### config.mk
export PLATFORM = sky130hd
export DESIGN_NAME = id_ex_stage
export DESIGN_NICKNAME = d
export VERILOG_FILES = /design/src/rtl/id_ex_stage_pkg.sv /design/src/rtl/id_ex_stage_load_use_detect.sv /design/src/rtl/id_ex_stage.sv
export SDC_FILE = /design/constraint.sdc
export NUM_CORES = 1
export LEC_CHECK = 0
export CORE_UTILIZATION = 55
export CTS_BUF_LIST = sky130_fd_sc_hd__clkbuf_8
export CTS_CLUSTER_SIZE = 10
export DETAILED_ROUTE_END_ITERATION = 12
export DONT_BUFFER_PORTS = 1
export GPL_ROUTABILITY_DRIVEN = 0
export PLACE_DENSITY = 0.79
export SYNTH_ARGS = -nofsm -noshare
export SYNTH_HDL_FRONTEND = slang
export SYNTH_SLANG_ARGS = --single-unit
export TNS_END_PERCENT = 50
### constraint.sdc
create_clock -name clk -period 1.7 [get_ports clk]
set_input_delay 0 -clock clk [delete_from_list [all_inputs] [get_ports clk]]
set_output_delay 0 -clock clk [all_outputs]
set_load 0.03 [all_outputs]
### src/rtl/id_ex_stage_pkg.sv
// Shared constants and types for the ID/EX stage: widths, ALU opcodes, control word.
package id_ex_stage_pkg;

  localparam int DATA_W  = 16;
  localparam int REG_AW  = 3;
  localparam int ALUOP_W = 4;

  localparam logic [ALUOP_W-1:0] ALU_ADD = 4'h0;
  localparam logic [ALUOP_W-1:0] ALU_SUB = 4'h1;
  localparam logic [ALUOP_W-1:0] ALU_AND = 4'h2;
  localparam logic [ALUOP_W-1:0] ALU_OR  = 4'h3;
  localparam logic [ALUOP_W-1:0] ALU_XOR = 4'h4;
  localparam logic [ALUOP_W-1:0] ALU_SLT = 4'h5;
  localparam logic [ALUOP_W-1:0] ALU_SLL = 4'h6;
  localparam logic [ALUOP_W-1:0] ALU_SRL = 4'h7;

  typedef struct packed {
    logic regWrite;
    logic memRead;
    logic memWrite;
    logic aluSrc;
  } ctrl_t;

  localparam ctrl_t BUBBLE_CTRL = '0;

  // An invalid ID slot must never carry live control into EX.
  function automatic ctrl_t gateCtrl(input logic valid, input ctrl_t c);
    return valid ? c : BUBBLE_CTRL;
  endfunction

endpackage

### src/rtl/id_ex_stage_load_use_detect.sv
// Combinational load-use hazard detect: a load in EX whose rd is read by the instruction in ID.
import id_ex_stage_pkg::*;

module load_use_detect (
  input  logic              idValid,
  input  logic [REG_AW-1:0] idRa,
  input  logic [REG_AW-1:0] idRb,
  input  logic              idUseRa,
  input  logic              idUseRb,
  input  logic              exValid,
  input  logic              exMemRead,
  input  logic [REG_AW-1:0] exRd,
  output logic              luh
);

  logic matchRa;
  logic matchRb;

  // r0 is an ordinary register in this machine, so no zero-address exclusion.
  assign matchRa = idUseRa && (idRa == exRd);
  assign matchRb = idUseRb && (idRb == exRd);
  assign luh     = exValid && exMemRead && idValid && (matchRa || matchRb);

endmodule

### src/rtl/id_ex_stage.sv
// ID/EX pipeline register with load-use stall, branch flush and EX-busy hold.
// Optional bubble counter output enabled by defining ID_EX_BUBBLE_CNT_EN.
import id_ex_stage_pkg::*;

module id_ex_stage (
  input  logic               clk,
  input  logic               rst,
  input  logic               id_valid,
  input  logic [REG_AW-1:0]  id_ra,
  input  logic [REG_AW-1:0]  id_rb,
  input  logic [REG_AW-1:0]  id_rd,
  input  logic               id_use_ra,
  input  logic               id_use_rb,
  input  logic [DATA_W-1:0]  id_data_a,
  input  logic [DATA_W-1:0]  id_data_b,
  input  logic [DATA_W-1:0]  id_imm,
  input  logic               id_regwrite,
  input  logic               id_memread,
  input  logic               id_memwrite,
  input  logic               id_alusrc,
  input  logic [ALUOP_W-1:0] id_aluop,
  input  logic               flush,
  input  logic               ex_busy,
  output logic               stall,
  output logic               ex_valid,
  output logic [REG_AW-1:0]  ex_ra,
  output logic [REG_AW-1:0]  ex_rb,
  output logic [REG_AW-1:0]  ex_rd,
  output logic [DATA_W-1:0]  ex_data_a,
  output logic [DATA_W-1:0]  ex_data_b,
  output logic [DATA_W-1:0]  ex_imm,
  output logic               ex_regwrite,
  output logic               ex_memread,
  output logic               ex_memwrite,
  output logic               ex_alusrc,
  output logic [ALUOP_W-1:0] ex_aluop
`ifdef ID_EX_BUBBLE_CNT_EN
  ,
  output logic [15:0]        bubble_cnt
`endif
);

  logic               validQ;
  logic [REG_AW-1:0]  raQ;
  logic [REG_AW-1:0]  rbQ;
  logic [REG_AW-1:0]  rdQ;
  logic [DATA_W-1:0]  dataAQ;
  logic [DATA_W-1:0]  dataBQ;
  logic [DATA_W-1:0]  immQ;
  ctrl_t              ctrlQ;
  logic [ALUOP_W-1:0] aluopQ;

  ctrl_t idCtrl;
  logic  luh;
  logic  loadBubble;

  assign idCtrl = '{regWrite: id_regwrite, memRead: id_memread,
                    memWrite: id_memwrite, aluSrc: id_alusrc};

  load_use_detect uLud (
    .idValid   (id_valid),
    .idRa      (id_ra),
    .idRb      (id_rb),
    .idUseRa   (id_use_ra),
    .idUseRb   (id_use_rb),
    .exValid   (validQ),
    .exMemRead (ctrlQ.memRead),
    .exRd      (rdQ),
    .luh       (luh)
  );

  // Flush kills the ID instruction, so there is nothing left to freeze.
  assign stall      = (luh || ex_busy) && !flush;
  assign loadBubble = flush || (!ex_busy && luh);

  always_ff @(posedge clk) begin
    if (rst || loadBubble) begin
      validQ <= 1'b0;
      raQ    <= '0;
      rbQ    <= '0;
      rdQ    <= '0;
      dataAQ <= '0;
      dataBQ <= '0;
      immQ   <= '0;
      ctrlQ  <= BUBBLE_CTRL;
      aluopQ <= '0;
    end else if (!ex_busy) begin
      validQ <= id_valid;
      raQ    <= id_ra;
      rbQ    <= id_rb;
      rdQ    <= id_rd;
      dataAQ <= id_data_a;
      dataBQ <= id_data_b;
      immQ   <= id_imm;
      ctrlQ  <= gateCtrl(id_valid, idCtrl);
      aluopQ <= id_aluop;
    end
  end

`ifdef ID_EX_BUBBLE_CNT_EN
  logic [15:0] bubbleCntQ;

  always_ff @(posedge clk) begin
    if (rst) begin
      bubbleCntQ <= '0;
    end else if (loadBubble && (bubbleCntQ != 16'hFFFF)) begin
      bubbleCntQ <= bubbleCntQ + 16'd1;
    end
  end

  assign bubble_cnt = bubbleCntQ;
`endif

  assign ex_valid    = validQ;
  assign ex_ra       = raQ;
  assign ex_rb       = rbQ;
  assign ex_rd       = rdQ;
  assign ex_data_a   = dataAQ;
  assign ex_data_b   = dataBQ;
  assign ex_imm      = immQ;
  assign ex_regwrite = ctrlQ.regWrite;
  assign ex_memread  = ctrlQ.memRead;
  assign ex_memwrite = ctrlQ.memWrite;
  assign ex_alusrc   = ctrlQ.aluSrc;
  assign ex_aluop    = aluopQ;

endmodule
==> reports/metrics.cfg <==
[cells_and_area]
fillCellCount = 241
nets = 441
instances_no_fill = 424
antennaDiodeCount = 0
layout-drive-gt1-share_pct = 10.70
area.growth.synth_to_final_pct = 41.34

[timing]
period_minus_slack_ns = 1.643
tightest_slew_ns = 0.5081
setup_viol_count_final = 0
slew-limit-headroom_pct = 66.13
final-hold-violation-count = 0
maxClockFrequency_ghz = 0.6086
slew_violations = 0
timing.clock.skew_ns = 0.008160
min_period_over_period_pct = 96.66
final.hold.worst_slack_ns = 0.04101
setup_tns_ns = 0

[drt]
detail_route.drc_violations = 0
starting_drc_count_in_detailed_routing = 115
drt_wl_total_um = 7653
antenna_violating_nets_remaining = 0
vias_per_cell = 5.715
wire_per_inst_um = 18.05
num_vias = 2423
dr.pass1.iters = 4

[die]
die_area_sq_mm = 0.004751
start_util_pct = 59.45
die_height_um = 68.93
die_x_extent_um = 68.93
placementRows = 23
fp.coreArea_sq_mm = 0.004144
top_level_port_count = 139

[status]
result_of_the_run = finished, final reports clean

[cts]
cts_sinks = 66
cts_made_buffers = 9
largest_buffer_count_on_any_clock_path = 2
clk_transition_reported_paths_ns = 0.07
clock_tree_root = sky130_fd_sc_hd__clkbuf_8
clk_latency_ns = 0.33
cts_tree = built
htree_levels = 3

[synth]
seq_area_frac_synth_pct = 53.63
mappedNetlistNets = 372
ys_seq_elements = 66
yosysWarnings = 0
syn_area_sq_mm = 0.002464
synth_cells = 300
syn_area_per_cell_sq_um = 8.212
synth_cell_type_count = 20

[worst_setup_path]
max_stage_delay_ns = 0.35
setup.worst_path.start_class = flop
reg2reg_from = ex_rd[2]
critical_path.reg2reg.endpoint = ex_imm[3]
worstPathCellList = xnor2_1 > nand4_1 > a21bo_2 > a21oi_2 > buf_4
critical_path.startpoint = ex_rd[2]
critical_path.endpoint_type = output port
timing.critical_path.max_delay_family = compound AO/OA/AOI/OAI gates
critical_path_depth = 5
path_max_fanout = 4
r2r_cells = 6
path_class = reg2out
worst-path-buf-inv = 1
regToRegSetupSlack_ns = 0.15
cp_data_arrival_time_ns = 1.64
worstSetupEndpoint = stall
required_ns = 1.70
cp_max_delay_cell = sky130_fd_sc_hd__dfxtp_1

[global_routing]
pin_count_of_the_biggest_net_entering_global_routing = 52
initial_antenna_violation_count = 0
grt_util_all_layers_pct = 31.64
global_route_wire_length_before_repair_um = 10720
globalRouteOverflowTotal = 0
vias_in_the_first_global_route = 2265

[job]
max_cap_violations = 0

[place]
dpl.hpwl_um = 3912
place_inst = 338
placement.io_buffers = 0

[power]
leakagePower_nw = 1.259
worst_ir_drop_vdd_uv = 715.0
finalPower_mw = 3.461
power_per_cell_area_mw_per_mm2 = 994.1

[hold_path]
holdCritPathClass = in2reg

state kept, by name (all words and copies together), names as in the netlist:
register,count
ex_memwrite,1
ex_imm,16
ex_ra,3
ex_aluop,4
ex_rd,3
ex_regwrite,1
ex_rb,3
ex_data_b,16
ex_memread,1
ex_data_a,16
ex_valid,1
ex_alusrc,1
Yosys cell counts:
cell type | count | area (sq um)
sky130_fd_sc_hd__o21ai_0 | 56 | 280.3
sky130_fd_sc_hd__a211oi_1 | 1 | 7.510
sky130_fd_sc_hd__nor2_1 | 1 | 3.750
sky130_fd_sc_hd__a22o_1 | 1 | 8.760
sky130_fd_sc_hd__a21oi_1 | 2 | 10.01
sky130_fd_sc_hd__xnor2_1 | 6 | 52.55
sky130_fd_sc_hd__o21ai_1 | 6 | 30.03
sky130_fd_sc_hd__a32o_1 | 3 | 30.03
sky130_fd_sc_hd__clkbuf_1 | 7 | 26.28
sky130_fd_sc_hd__nand3_1 | 61 | 305.3
sky130_fd_sc_hd__a21boi_2 | 1 | 11.26
sky130_fd_sc_hd__clkbuf_2 | 6 | 30.03
sky130_fd_sc_hd__nand4_1 | 2 | 12.51
sky130_fd_sc_hd__dfxtp_1 | 66 | 1321
sky130_fd_sc_hd__a21bo_2 | 1 | 10.01
sky130_fd_sc_hd__inv_1 | 1 | 3.750
sky130_fd_sc_hd__nand2_1 | 62 | 232.7
sky130_fd_sc_hd__nor3_1 | 2 | 10.01
sky130_fd_sc_hd__buf_2 | 13 | 65.06
sky130_fd_sc_hd__and3_1 | 2 | 12.51
layer usage:
metal / global-route usage, % / vias to the layer above / routed length, um
li1: - / 1165 / -
met3: 12.01 / 19 / 753
met5: 0 / - / 0
met1: 32.49 / 1111 / 2844
met4: 16.33 / 0 / 189
met2: 55.46 / 128 / 3865
cells by family after synthesis:
kind of cell           after synthesis  synth area share [%]
flip-flops                          66                 53.63
XOR/XNOR                             6                 2.133
AO/OA/AOI/OAI                       71                 15.74
buffers and inverters               27                 5.079
AND/OR/NAND/NOR                    130                 23.41
worst reg2reg max path, stage by stage, from the launching register on:
cell                       delay, ns
sky130_fd_sc_hd__dfxtp_1        0.35
sky130_fd_sc_hd__xnor2_1        0.21
sky130_fd_sc_hd__nand4_1        0.15
sky130_fd_sc_hd__buf_4          0.18
sky130_fd_sc_hd__a21boi_4       0.19
sky130_fd_sc_hd__buf_12         0.19
sky130_fd_sc_hd__o21ai_0        0.14
placed cells by master, fill, tap and decap left out, drive strengths merged:
master / instances
dfxtp: 66
a32o: 3
a211oi: 1
bufinv: 2
nor2: 1
nand2: 62
nand3: 61
clkinvlp: 1
a21bo: 1
a21boi: 1
o21ai: 62
inv: 2
nand4: 2
a22o: 1
xnor2: 6
clkinv: 2
nor3: 2
a21oi: 2
clkbuf: 10
and3: 2
buf: 17
dlygate4sd3: 67
where the power goes:
part           internal, mW  switching, mW
clock network         0.855          0.582
logic                 0.160          0.139
registers              1.60          0.128
area by class of cell:
class / instances / area [sq um] / area share, %
repair buffers: 84 / 823.3 / 23.64
inverters: 1 / 3.754 / 0.1078
well taps: 50 / 62.56 / 1.797
clock inverters: 6 / 81.33 / 2.336
multi-input cells: 207 / 1049 / 30.11
clock buffers: 10 / 137.6 / 3.953
flip-flops and latches: 66 / 1325 / 38.05
per-stage QoR:
step | worst slack, ns | instance area (sq um) | utilization (%)
2_1_floorplan | 0.05242 | 2464 | -
6_report | 0.05675 | 3482 | 84.03
4_1_cts | 0.09422 | 3460 | 83.48
3_3_place_gp | 0.2956 | 2555 | 61.65
3_5_place_dp | 0.2428 | 2555 | 61.65
5_1_grt | -0.02039 | 3482 | 84.03
how the worst min path moves through the flow:
stage | end | startpoint | slack, ns | cells after the start
after floorplan | stall | flush | 0.11 | 1
final | ex_data_a[12] | rst | 0.04 | 4
after global placement | ex_memwrite | id_memwrite | 0.16 | 1
after CTS | ex_aluop[3] | rst | 0.01 | 4
after global routing | ex_aluop[3] | rst | 0.05 | 4
after detailed placement | ex_memwrite | id_memwrite | 0.16 | 1
what timing repair did:
item	CTS	global route
setup buffers	2	1
pin swaps	2	3
endpoints found under the setup margin	1	1
endpoints found under the hold margin	65	0
gates resized for setup	0	4
hold buffers	67	0
No activity file was read; power rests on OpenSTA's default activity.
